[src/rtl/fp_8_to_16_multiplier.sv]
// fp_8_to_16_multiplier: OCP E4M3 x E4M3 -> IEEE-754 binary16 product, one
// registered stage. The product is exact except on overflow.
// Optional macro FP8_MUL_SATURATE_EN: overflow yields +/-65504 instead of +/-Inf.
module fp_8_to_16_multiplier (
    input  logic        clk,
    input  logic        rstn,
    input  logic [7:0]  fp_data_1,
    input  logic [7:0]  fp_data_2,
    output logic [15:0] data_out
);

`ifdef FP8_MUL_SATURATE_EN
    localparam logic [14:0] OVF_MAG = 15'h7BFF;
`else
    localparam logic [14:0] OVF_MAG = 15'h7C00;
`endif
    localparam logic [15:0] QNAN = 16'h7E00;

    logic [3:0]        e_1, e_2;
    logic [2:0]        m_1, m_2;
    logic              nan_1, nan_2, zero_1, zero_2;
    logic [3:0]        sig_1, sig_2;
    logic [7:0]        prod;
    logic signed [6:0] exp_1, exp_2, exp_sum, exp_res;
    logic [2:0]        lead;
    logic [6:0]        frac;
    logic [6:0]        sub_shift;
    logic [9:0]        sub_mant;
    logic [4:0]        e_out;
    logic              sign_out;
    logic [15:0]       result;

    assign e_1    = fp_data_1[6:3];
    assign e_2    = fp_data_2[6:3];
    assign m_1    = fp_data_1[2:0];
    assign m_2    = fp_data_2[2:0];
    assign nan_1  = &fp_data_1[6:0];
    assign nan_2  = &fp_data_2[6:0];
    assign zero_1 = ~|fp_data_1[6:0];
    assign zero_2 = ~|fp_data_2[6:0];

    // Hidden bit is set for normals; subnormals share the exponent of e==1.
    assign sig_1 = {|e_1, m_1};
    assign sig_2 = {|e_2, m_2};
    assign prod  = {4'b0000, sig_1} * {4'b0000, sig_2};

    assign exp_1   = (e_1 == 4'd0) ? -7'sd6 : $signed({3'b000, e_1}) - 7'sd7;
    assign exp_2   = (e_2 == 4'd0) ? -7'sd6 : $signed({3'b000, e_2}) - 7'sd7;
    assign exp_sum = exp_1 + exp_2;

    // Leading-one detect over the 8-bit product (6 fraction bits).
    always_comb begin
        lead = '0;
        for (int unsigned i = 0; i < 8; i++) begin
            if (prod[i]) lead = 3'(i);
        end
    end

    assign exp_res = exp_sum - 7'sd6 + $signed({4'b0000, lead});
    assign frac    = 7'(prod << (3'd7 - lead));
    assign e_out   = 5'(exp_res + 7'sd15);

    // FP16 subnormal mantissa is value * 2^24 = prod << (exp_sum + 18); the
    // shift is never negative since exp_sum >= -12.
    assign sub_shift = exp_sum + 7'sd18;
    assign sub_mant  = 10'({8'b0000_0000, prod} << sub_shift);

    // Special-case priority: NaN, zero, overflow, subnormal, normal.
    always_comb begin
        sign_out = fp_data_1[7] ^ fp_data_2[7];
        result   = '0;
        if (nan_1 || nan_2)
            result = QNAN;
        else if (zero_1 || zero_2)
            result = {sign_out, 15'h0000};
        else if (exp_res > 7'sd15)
            result = {sign_out, OVF_MAG};
        else if (exp_res < -7'sd14)
            result = {sign_out, 5'b00000, sub_mant};
        else
            result = {sign_out, e_out, frac, 3'b000};
    end

    // Output register with synchronous active-low reset.
    always_ff @(posedge clk) begin
        if (!rstn)
            data_out <= '0;
        else
            data_out <= result;
    end

endmodule

[config.mk]
export PLATFORM = sky130hd
export DESIGN_NAME = fp_8_to_16_multiplier
export DESIGN_NICKNAME = d
export VERILOG_FILES = /design/src/rtl/fp_8_to_16_multiplier.sv
export SDC_FILE = /design/constraint.sdc
export NUM_CORES = 1
export LEC_CHECK = 0
export BUFFER_PORTS_ARGS = -buffer_cell sky130_fd_sc_hd__buf_4
export CAP_MARGIN = 5
export CELL_PAD_IN_SITES_DETAIL_PLACEMENT = 1
export CELL_PAD_IN_SITES_GLOBAL_PLACEMENT = 1
export CORE_ASPECT_RATIO = 0.75
export CORE_MARGIN = 2
export CORE_UTILIZATION = 45
export DETAILED_ROUTE_END_ITERATION = 10
export PLACE_DENSITY_LB_ADDON = 0.1
export SETUP_SLACK_MARGIN = 0.3
export SYNTH_ARGS = -nofsm -noshare
export SYNTH_HDL_FRONTEND = slang
export SYNTH_SLANG_ARGS = --single-unit
export TNS_END_PERCENT = 10
[constraint.sdc]
create_clock -name clk -period 14.65 [get_ports clk]
set_input_delay 1.465 -clock clk [delete_from_list [all_inputs] [get_ports clk]]
set_output_delay 1.465 -clock clk [all_outputs]
set_load 0.02 [all_outputs]
==> impl_metrics.csv <==
group,metric,value,unit
synthesis,synth-main-ff-cell,"dfxtp_1",
synthesis,synth_fa_ha_area_share,19.60,%
synthesis,synth_xor_area_share,8.000,%
synthesis,synth-seq-cells,16,
detailed_routing,antenna_left,0,
setup_path,cp_data_arrival_time,8.33,ns
power_and_ir_drop,power_density,176.9,nW/um^2
synthesis,ys_types,66,
sta,layout_min_cycle_time,8.154,ns
synthesis,synth_area_leader_cell,"ha_1",
clock_network,numCtsBuffers,3,
setup_path,startpoint_type,"primary input",
final_layout,largest_reg_flops,16,
synthesis,synthArstFlopShare,0,%
placed_design,place.gp.congestion,0.9190,
global_route,grt_busiest_layer,"met2",
detailed_routing,drt_first_pass_iters,4,
sta,worstMarginPinSlew,1.065,ns
power_and_ir_drop,intPower,259.2,uW
power_and_ir_drop,vdd_drop_max,128.4,uV
run_status,status,"completed",
detailed_routing,drt_iter0_drc,125,
clock_network,cts_tree,"built",
global_route,grtUsageTotal,25.42,%
power_and_ir_drop,p_leak,0.001400,uW
clock_network,post_cts_resized,0,
synthesis,yosysSeqAreaShare,11.51,%
detailed_routing,drc,0,
power_and_ir_drop,clkPwrFrac,7.1,%
synthesis,synth_enable_flop_cells,0,
synthesis,synth_area_leaders,"ha_1 15%, dfxtp_1 12%, nor2_1 5.4%",
final_layout,reg_top3,"data_out (16)",
sta,rsz0062_at_grt,"false",
final_layout,fin_nets,457,
final_layout,syn2layout_area_growth,13.03,%
detailed_routing,vias,2813,
clock_network,cts_root_buf,"clkbuf_8",
global_route,grt_first_pass_wirelength,13.92,mm
setup_path,crit_type,"primary input to register",
power_and_ir_drop,p_total,556.5,uW
sta,hold_viol,0,
synthesis,netlist.area_leader.share,15.28,%
synthesis,synth_cells,369,
clock_network,htreeDepth,1,
hold_path,hp-class,"primary input to register",
sta,whs,1.498,ns
synthesis,yosysMostFrequentCell,"nor2_1",
sta,setup_viol_count_final,0,
global_route,met1_usage,35.43,%
floorplanning,dieArea,6838,um^2
sta,period_share,55.66,%
floorplanning,die_h,72.12,um
sta,slew_viol_final,0,
global_route,gr-total-overflow,0,
final_layout,multiInputGateArea,2292,um^2
sta,setup_tns,0,ns
clock_network,post-cts-setup-buffer-count,0,
sta,slew_headroom,28.73,%
detailed_routing,via_per_inst,5.910,
synthesis,syn_area,2784,um^2
power_and_ir_drop,p_comb_share,82.4,%
final_layout,nFillCells,769,
synthesis,synth_top_family_by_area,"simple AND/OR/NAND/NOR gates",
clock_network,clock_sinks,16,
synthesis,syn_avg_cell_area,7.544,um^2
power_and_ir_drop,power_frac_seq,10.5,%
final_layout,layout.area.seq,320.3,um^2
synthesis,synthTopCellsByCount,"40 x nor2_1, 35 x nand2_1, 34 x ha_1",
global_route,use_met2,43.03,%
setup_path,worst_setup_path_end_kind,"register",
final_layout,drive_gt1_share,16.58,%
global_route,grt_pass1_vias,2868,
synthesis,synth_compound_area_share,22.47,%
flow_run,maxCapViolCount,0,
synthesis,ys_warn_count,0,
floorplanning,io_pins,34,
final_layout,top_register,"data_out",
detailed_routing,wl_per_cell,17.31,um
power_and_ir_drop,switching_share,53.42,%
synthesis,synth_fp_nets,427,
synthesis,synth-simple-area-share,27.01,%
floorplanning,rows,24,
global_route,grt_max_degree,17,
placed_design,dp_cells,472,
detailed_routing,drt_wl_total,8.239,mm
final_layout,fin_cells,476,
setup_path,cp_max_fo,12,
global_route,use_met3,2.804,%
floorplanning,coreArea,5886,um^2
clock_network,hold_buffers,0,
power_and_ir_drop,p_sw,297.3,uW
synthesis,muxShareOfSynthArea,5.258,%
placed_design,port-buffer-count,33,
floorplanning,fp.dieW,94.82,um
clock_network,cts_max_path_buffers,2,
sta,clock.fmax,122.6,MHz
global_route,grt_antenna_before_repair,0,
floorplanning,initial_utilization,47.30,%
placed_design,dpl.hpwl,6.894,mm
final_layout,diodes,0,
clock_network,clk_pin_slew,0.07,ns
setup_path,required,14.82,ns
## layer usage
layer  up-vias  wire (um)  share of wire [%]
met5         -          0                  0
met4         0        149                1.8
met3        15        219                2.7
met2        48       3827                 46
met1      1377       4042                 49
li1       1373          -                  -
## cell usage in the layout (no fill, tap or decap), types with 9 or more instances in the layout
master	instances
a21oi_1	17
and2_1	14
buf_4	33
dfxtp_1	16
ha_1	34
inv_1	33
mux2i_1	9
nand2_1	35
nor2_1	40
nor3_1	9
o21ai_0	23
xnor2_1	11
## critical path: stages
cell,delay (ns)
buf_4,0.10
inv_1,0.04
ha_1,0.20
nand2_1,0.12
nand2_1,0.10
fa_1,0.51
fa_1,0.60
inv_1,0.06
ha_1,0.32
a211oi_2,0.36
nor2_2,0.14
nor3_1,0.18
a31oi_1,0.10
nor4_2,0.50
inv_1,0.18
ha_1,0.34
ha_1,0.31
a211oi_1,0.48
o21ba_2,0.24
or2_2,0.12
o21bai_1,0.11
a2bb2oi_1,0.86
nor3b_2,0.56
nand2_1,0.14
nor3_1,0.19
## layout make-up
cell class | instances | area share [%]
Clock buffer | 4 | 1.750
Inverter | 35 | 4.254
Multi-Input combinational cell | 310 | 72.84
Sequential cell | 16 | 10.18
Tap cell | 78 | 3.101
Timing Repair Buffer | 33 | 7.873
## cells by family after synthesis
kind of cell	Yosys count
adder cells (fa/ha/maj)	40
flip-flops	16
AND/OR/NAND/NOR	145
AO/OA/AOI/OAI	90
buffers and inverters	43
XOR/XNOR	22
multiplexers	13
## metrics by stage
step	worst slack [ns]	cell area, um^2	util (%)
finish	6.496	3147	53.47
global route	6.097	3147	53.47
floorplan	7.853	2784	-
CTS	6.562	3147	53.47
global placement	6.695	3092	52.53
detailed placement	6.341	3092	52.53
## power groups by stage
stage          Clock [uW]  Combinational [uW]  Sequential [uW]
2_1_floorplan           0                 329             72.2
3_3_place_gp            0                 436             58.9
3_5_place_dp            0                 448             59.2
4_1_cts              40.1                 452             58.5
5_1_grt              41.9                 507             59.3
6_report             39.7                 458             58.4
## path summary, 6_finish.rpt
| check | start | end | slack (ns) | cells past startpoint |
|---|---|---|---|---|
| setup / recovery | fp_data_2[3] | data_out[2] | 6.50 | 25 |
| hold / removal | fp_data_1[7] | data_out[15] | 1.50 | 3 |
Power figures use the tool's default switching activity.
